File: src/rtl/alu_op_arbiter.sv
// ============================================================================
//  Module   : alu_op_arbiter
//  Brief    : Round-robin sharing of one ALU between two requesters, with a
//             start/done handshake, timeout watchdog and tagged response.
//  Revision : 1.0 - initial release
// ============================================================================
`default_nettype none

module alu_op_arbiter #(
   parameter int W       = 16,
   parameter int TIMEOUT = 16
) (
   input  logic         clk,
   input  logic         rst_n,
   input  logic         req0_valid,
   output logic         req0_ready,
   input  logic [3:0]   req0_op,
   input  logic [W-1:0] req0_a,
   input  logic [W-1:0] req0_b,
   input  logic         req1_valid,
   output logic         req1_ready,
   input  logic [3:0]   req1_op,
   input  logic [W-1:0] req1_a,
   input  logic [W-1:0] req1_b,
   output logic         alu_start,
   output logic [3:0]   alu_op,
   output logic [W-1:0] alu_a,
   output logic [W-1:0] alu_b,
   input  logic         alu_done,
   input  logic [W-1:0] alu_result,
   output logic         rsp_valid,
   input  logic         rsp_ready,
   output logic         rsp_id,
   output logic [W-1:0] rsp_data,
   output logic         rsp_err,
   output logic         busy
);

   localparam int c_TW = $clog2(TIMEOUT + 1);

   typedef enum logic [1:0] {
      S_IDLE  = 2'd0,
      S_ISSUE = 2'd1,
      S_WAIT  = 2'd2,
      S_RESP  = 2'd3
   } state_t;

   state_t            r_state;
   state_t            w_nextState;
   logic              r_rrPtr;
   logic              r_id;
   logic [3:0]        r_op;
   logic [W-1:0]      r_a;
   logic [W-1:0]      r_b;
   logic [W-1:0]      r_rspData;
   logic              r_rspErr;
   logic [c_TW-1:0]   r_timer;
   logic              w_grant0;
   logic              w_grant1;
   logic              w_timeout;

   assign w_timeout = (r_timer == c_TW'(TIMEOUT - 1));

   always_ff @(posedge clk or negedge rst_n) begin
      if (!rst_n) begin
         r_state <= S_IDLE;
      end else begin
         r_state <= w_nextState;
      end
   end

   always_comb begin
      w_nextState = r_state;
      w_grant0    = 1'b0;
      w_grant1    = 1'b0;
      alu_start   = 1'b0;
      alu_op      = '0;
      alu_a       = '0;
      alu_b       = '0;
      rsp_valid   = 1'b0;
      busy        = 1'b1;
      case (r_state)
         S_IDLE: begin
            busy = 1'b0;
            // rr pointer only breaks ties; a lone requester always wins
            if (req0_valid && (!req1_valid || !r_rrPtr)) begin
               w_grant0 = 1'b1;
            end else if (req1_valid) begin
               w_grant1 = 1'b1;
            end
            if (w_grant0 || w_grant1) begin
               w_nextState = S_ISSUE;
            end
         end
         S_ISSUE: begin
            alu_start   = 1'b1;
            alu_op      = r_op;
            alu_a       = r_a;
            alu_b       = r_b;
            w_nextState = S_WAIT;
         end
         S_WAIT: begin
            alu_op = r_op;
            alu_a  = r_a;
            alu_b  = r_b;
            if (alu_done || w_timeout) begin
               w_nextState = S_RESP;
            end
         end
         S_RESP: begin
            rsp_valid = 1'b1;
            if (rsp_ready) begin
               w_nextState = S_IDLE;
            end
         end
         default: begin
            w_nextState = S_IDLE;
         end
      endcase
   end

   // Readys are held low while reset is asserted so every output reads 0
   assign req0_ready = w_grant0 & rst_n;
   assign req1_ready = w_grant1 & rst_n;
   assign rsp_id     = r_id;
   assign rsp_data   = r_rspData;
   assign rsp_err    = r_rspErr;

   always_ff @(posedge clk or negedge rst_n) begin
      if (!rst_n) begin
         r_rrPtr   <= 1'b0;
         r_id      <= 1'b0;
         r_op      <= '0;
         r_a       <= '0;
         r_b       <= '0;
         r_rspData <= '0;
         r_rspErr  <= 1'b0;
         r_timer   <= '0;
      end else begin
         case (r_state)
            S_IDLE: begin
               if (w_grant0 || w_grant1) begin
                  r_id    <= w_grant1;
                  r_rrPtr <= ~w_grant1;
                  r_op    <= w_grant1 ? req1_op : req0_op;
                  r_a     <= w_grant1 ? req1_a  : req0_a;
                  r_b     <= w_grant1 ? req1_b  : req0_b;
               end
            end
            S_ISSUE: begin
               r_timer <= '0;
            end
            S_WAIT: begin
               // done has priority over a coincident timeout
               if (alu_done) begin
                  r_rspData <= alu_result;
                  r_rspErr  <= 1'b0;
               end else if (w_timeout) begin
                  r_rspData <= '0;
                  r_rspErr  <= 1'b1;
               end else begin
                  r_timer <= r_timer + c_TW'(1);
               end
            end
            default: begin
            end
         endcase
      end
   end

endmodule

`default_nettype wire

File: config.mk
export PLATFORM = sky130hd
export DESIGN_NAME = alu_op_arbiter
export DESIGN_NICKNAME = d
export VERILOG_FILES = /design/src/rtl/alu_op_arbiter.sv
export SDC_FILE = /design/constraint.sdc
export NUM_CORES = 1
export LEC_CHECK = 0
export BUFFER_PORTS_ARGS = -buffer_cell sky130_fd_sc_hd__buf_2
export CAP_MARGIN = 25
export CORE_MARGIN = 4
export CORE_UTILIZATION = 35
export CTS_CLUSTER_DIAMETER = 40
export DETAILED_ROUTE_END_ITERATION = 8
export GPL_TIMING_DRIVEN = 0
export SETUP_SLACK_MARGIN = 0.4
export SYNTH_ARGS = -nofsm -noshare
export SYNTH_HDL_FRONTEND = slang
export SYNTH_SLANG_ARGS = --single-unit
File: constraint.sdc
create_clock -name clk -period 2.2 [get_ports clk]
set_input_delay 0.11 -clock clk [delete_from_list [all_inputs] [get_ports clk]]
set_output_delay 0.11 -clock clk [all_outputs]
set_load 0.1 [all_outputs]
Word-level counts from Yosys, hierarchy flattened
Index checks and enable logic that the tools add are counted.
{ "totals": {"regBits": 62, "in_bits": 94, "out_inout_bits": 59, "word_cells": 64} }
{ "op_classes": {"n_addsub": 1, "n_eq_ne": 9, "mux": 27, "bitwise_logic": 3, "reduce_logical": 15} }
{ "op_table": {"columns": ["operator", "count"], "rows": [
  ["16-bit two-way mux", 6],
  ["1-bit two-way mux", 12],
  ["5-bit two-way mux", 2],
  ["2-bit inequality test, second input constant", 5],
  ["5-bit case mux with 2 select lines", 1],
  ["4-bit two-way mux", 2],
  ["2-bit case mux with 4 select lines", 1],
  ["2-bit two-way mux", 3],
  ["3-bit AND reduction", 2],
  ["5-bit by 1-bit adder with 5-bit output, second input constant", 1],
  ["5-bit by 4-bit equality test with 1-bit output, second input constant", 1],
  ["2-bit equality test, second input constant", 2],
  ["1-bit logical OR", 4],
  ["2-bit AND reduction", 2],
  ["2-bit nonzero test", 2],
  ["1-bit AND", 2],
  ["2-bit by 1-bit equality test with 1-bit output, second input constant", 1],
  ["1-bit zero test", 2],
  ["2-bit zero test", 1],
  ["2-bit OR reduction", 1],
  ["1-bit logical AND", 1],
  ["1-bit NOT", 1]
]} }

Depth between registers and ports, before layout
{ "depth": {"word_depth": 8, "depth_mapped": 7, "ltp_nobuf": 6} }

Least setup slack after synthesis
Ideal clock, no wire load.
{ "synth_path": {"kind": "register -> output", "startpoint": "register r_state[0]", "endpoint": "output port req0_ready", "arrival_ns": 2.462, "t_required_ns": 2.090, "setup_slack_ns": -0.372, "stages_incl_launch_ff": 7, "n_path_buf": 1, "cell_sequence": "dfrtp_1 -> inv_1 -> ha_1 -> inv_1 -> a211oi_2 -> buf_2 -> and2_1"} }
{ "synth_between": {"elab_chain_cells": 3} }
{ "synth_lines": {"columns": ["item", "line", "source"], "rows": [
  ["from (decl)", "48", "state_t r_state;"],
  ["from (signal assigned)", "68", "r_state <= w_nextState;"],
  ["2-bit zero test", "82", "case (r_state)"],
  ["1-bit two-way mux", "82", null],
  ["1-bit AND", "123", "assign req0_ready = w_grant0 & rst_n;"],
  ["to (decl)", "16", "output logic req0_ready,"]
]} }
No other way between the ends.

Worst setup path in the final report
{ "layout_path": {"startpoint": "register r_state[1]", "endpoint": "output port req0_ready"} }
Same word-level chain as after synthesis.

==> results <==
- The layer flagged by global routing as most heavily used is met2.
- The worst hold path belongs to the class in2async.
- The data arrival time of the critical path is approximately 1.8 ns.
- The mapped netlist covers roughly 3200 um2.
- The area of placed instances is 4125 um2.
- The ratio of routed vias to standard cells is between 5 and 6.
- The slew of the pin with the lowest slew margin is 0.7999 ns.
- The final-layout worst hold slack is -0.1415 ns.
- CTS saw 62 sinks.
- Buffers inserted during clock tree synthesis total 9.
- The worst setup path is captured at an output port.
- Leaving out filler cells and counting taps, the final layout contains 629.
- The part of the Yosys area used for sequential elements is roughly 50%.
- The die covers 10,590 um2.
- Sorting the synthesized cells by area gives the leading types as sky130_fd_sc_hd__dfrtp_1, sky130_fd_sc_hd__and2_1, sky130_fd_sc_hd__o2111ai_1, sky130_fd_sc_hd__a31oi_1, sky130_fd_sc_hd__a22o_1.
- The number of buffer cells added on primary ports is 152.
- The clock tree from TritonCTS is built.
- The die is 102.9 um tall.
- The final layout contains 617 nets.
- The post-route clock period utilization is 84.71%.
- Global routing used 5.074% of the available met3 tracks.
- The area growth from synthesis to layout is 66.28%.
- The post-synthesis async set-or-reset flop share is 100.0%.
- The via count of the first global-routing pass came to between 3,000 and 4,000.
- The minimum clock period is 1.864 ns.
- The register bit count reported by yosys is 62.
- The remaining global-route overflow is 0.
- The number of endpoints failing setup at the final stage is 0.
- Summed over all layers, the routed wires come to 9.996 mm.
- The largest net degree at the start of global routing is 65.
- The final weighted congestion of routability-driven global placement is between 0.7 and 0.8.
- The upper clock frequency limit is 0.5366 GHz.
- The required time of the critical path is about 2.1 ns.
- The proportion of netlist area held by the largest area contributor is 49.19%.
- The floorplan has 34 rows.
- The worst setup path is of the reg2out kind.
- The remaining routing DRC violations is 0.
- The fraction of final layout cells sized beyond drive strength 1 is 48.56%.
- The run finished, with violations left.
- The first TritonRoute pass finished after 4 iterations.
- Once the floorplan was initialized, standard cells occupied between 30% and 40% of the core.
- The final reports fail on hold timing.
- The total of warnings raised by yosys is 0.
- Setup repair after global routing could not meet its margin everywhere.
- Synthesis handed over a netlist of 313 instances.
- The initial antenna violation count is 0.
- The startpoint identified for the worst register-to-register timing path is r_state[1]$_DFFE_PN0P_.
- The number of violations reported at the end of detailed-routing iteration 0 is around 100.
- The main flop type after synthesis is sky130_fd_sc_hd__dfrtp_1.
- In this run, distinct cell masters in the synthesized netlist total 34.
- The number of pins exceeding their max-slew limit in the final report is 0.
- The endpoint of the lowest-slack register-to-register path is r_a[12]$_DFFE_PN0P_.
- The half-perimeter wire length after placement is 6.939 mm.
- The area of all placed cells without fillers is 5245 um2.
- The final worst clock skew is around 0.011 ns.
- The core area is 8763 um2.
- The number of top-level design ports is 153.
- In the final routed layout, each cell accounts on average for 15.89 um.
- The fill cell instance count of the final layout is 764.
- The sort of element at the start of the critical path is a flip-flop.
- The headroom to the max-slew limit is 46.68%.
- The instance count after placement with tap cells included is 573.
- The commonest cells after synthesis are sky130_fd_sc_hd__dfrtp_1, sky130_fd_sc_hd__and2_1, sky130_fd_sc_hd__nor2_1.
- The multi-input combinational cells in the finished layout cover a total of 1608 um2.
- In the final timing run, aggregate negative setup slack is 0 ns.
- The number of enable flip-flop cells after synthesis is 0.
- The horizontal die dimension is 102.9 um.
- The final antenna-violating net count is 0.
- The setup check on the worst reg-to-reg path leaves a slack of 0.42 ns.
- The number of nets handed over by synthesis was between 400 and 500.
- For the worst flop-to-flop path, the logic depth is 7.
- For met1 alone, demand over resource in global routing was 24.26%.
- The most frequent cell after synthesis is sky130_fd_sc_hd__dfrtp_1.
- The tree is rooted in a sky130_fd_sc_hd__clkbuf_8.
- The sequential cells in the finished layout cover a total of 1551 um2.
- The first global-routing pass estimated 15.13 mm of wire.
- The biggest area contributor in the post-synthesis netlist is sky130_fd_sc_hd__dfrtp_1.
- The H-tree was split into 3 levels.
- The final hold violation count is a little over 60.
- The global-route track usage on met2 is 28.71%.
- The via count is 3,216.
- Of all nets on the critical path, the largest fanout is 3.
- The clock transition time at the flip-flop clock pins of the worst setup and hold paths is 0.07 ns.
- The clock latency reported for the late side of the worst-skew pair is 0.34 ns.
- The tool flagged a number of max-cap violations equal to 0.
- The total inserted antenna cells is 0.
- The total routing usage reported by global routing is 18.11%.
- The longest clock path from root to sink contains 2 buffers.
- The mean instance size in the synthesized netlist is just over 10 um2.
[cell type report]
cell class / count / share of cell area (%)
sequential: 62 / 29.58
multi-input combinational: 217 / 30.65
tap: 108 / 2.576
clock inverter: 7 / 1.885
buffer: 29 / 3.650
inverter: 5 / 0.4294
clock buffer: 9 / 2.362
timing repair buffer: 192 / 28.86
[registers in the layout (all words and copies together), names as in the netlist]
name,flops
rsp_data,16
r_op,4
rsp_id,1
r_b,16
rsp_err,1
r_rrPtr,1
r_timer,5
r_a,16
r_state,2
[worst max-delay path, cell delays in order (launching register included)]
cell and delay (ns):
sky130_fd_sc_hd__dfrtp_1 0.39, sky130_fd_sc_hd__inv_2 0.12, sky130_fd_sc_hd__ha_4 0.17, sky130_fd_sc_hd__clkinvlp_4 0.10, sky130_fd_sc_hd__a211oi_4 0.20, sky130_fd_sc_hd__buf_6 0.14, sky130_fd_sc_hd__and2_4 0.14, sky130_fd_sc_hd__buf_12 0.17
[what timing repair did]
item / CTS / global route
gates resized for setup: 114 / 48
pin swaps: 5 / 5
buffers inserted: 11 / 4
hold endpoints to repair: 80 / 63
hold buffers: 24 / 1
setup endpoints to repair: 62 / 74
[placed cells by master (no fill, tap or decap), types with 2 or more instances in the layout]
cell / count
sky130_fd_sc_hd__dlygate4sd3_1: 25
sky130_fd_sc_hd__buf_8: 8
sky130_fd_sc_hd__nand3_1: 3
sky130_fd_sc_hd__and2_4: 8
sky130_fd_sc_hd__a221o_1: 12
sky130_fd_sc_hd__clkbuf_2: 5
sky130_fd_sc_hd__buf_12: 17
sky130_fd_sc_hd__clkinvlp_4: 2
sky130_fd_sc_hd__o2111ai_1: 24
sky130_fd_sc_hd__clkbuf_1: 10
sky130_fd_sc_hd__clkbuf_8: 10
sky130_fd_sc_hd__mux2i_1: 2
sky130_fd_sc_hd__and2_2: 24
sky130_fd_sc_hd__nor2_1: 27
sky130_fd_sc_hd__ha_2: 2
sky130_fd_sc_hd__clkbuf_4: 5
sky130_fd_sc_hd__dfrtp_1: 62
sky130_fd_sc_hd__ha_1: 2
sky130_fd_sc_hd__clkinv_4: 3
sky130_fd_sc_hd__a22o_1: 16
sky130_fd_sc_hd__buf_6: 12
sky130_fd_sc_hd__nand2_1: 5
sky130_fd_sc_hd__a21o_1: 2
sky130_fd_sc_hd__a21oi_1: 2
sky130_fd_sc_hd__a31oi_1: 24
sky130_fd_sc_hd__o21ai_0: 26
sky130_fd_sc_hd__buf_4: 22
sky130_fd_sc_hd__bufinv_16: 2
sky130_fd_sc_hd__inv_2: 3
sky130_fd_sc_hd__buf_2: 116
sky130_fd_sc_hd__and2_1: 19
sky130_fd_sc_hd__ha_4: 3
[logic make-up after synthesis]
| kind of cell | count (synthesis) | synth area share (%) |
|---|---|---|
| adder cells (fa/ha/maj) | 7 | 2.777 |
| AO/OA/AOI/OAI | 112 | 26.06 |
| flip-flops | 62 | 49.19 |
| AND/OR/NAND/NOR | 95 | 16.30 |
| buffers and inverters | 34 | 4.680 |
| multiplexers | 3 | 0.9917 |
[layer usage]
| layer | part of all wire (%) | vias to the layer above | wire length (um) |
|---|---|---|---|
| li1 | - | 1566 | - |
| met1 | 44 | 1505 | 4377 |
| met2 | 47 | 138 | 4655 |
| met3 | 8.9 | 7 | 891 |
| met4 | 0.72 | 0 | 72 |
| met5 | 0 | - | 0 |
[worst max-delay path by stage]
stage	from	end	slack [ns]	cells past startpoint
final	r_state[1]$_DFFE_PN0P_	req0_ready	0.34	7
after global routing	r_state[0]$_DFFE_PN0P_	req0_ready	0.25	7
after CTS	r_state[0]$_DFFE_PN0P_	req0_ready	0.29	7
after detailed placement	r_state[1]$_DFFE_PN0P_	alu_b[14]	0.13	5
after global placement	rst_n	req1_ready	0.12	3
after floorplan	r_state[1]$_DFFE_PN0P_	req0_ready	0.09	6
[stage by stage]
| step | util (%) | worst slack (ns) | hold WS (ns) |
|---|---|---|---|
| CTS | 57.71 | 0.2880 | -0.1173 |
| finish | 59.85 | 0.3363 | -0.1415 |
| global placement | 47.04 | 0.1154 | 0.3400 |
| floorplan | - | 0.08693 | -0.1856 |
| detailed placement | 47.07 | 0.1313 | 0.2555 |
| global route | 59.85 | 0.2494 | -0.06764 |
Power is left out: the tool's default activity adds up to more than one toggle a clock period on the data nets, which glitch-free logic cannot reach.
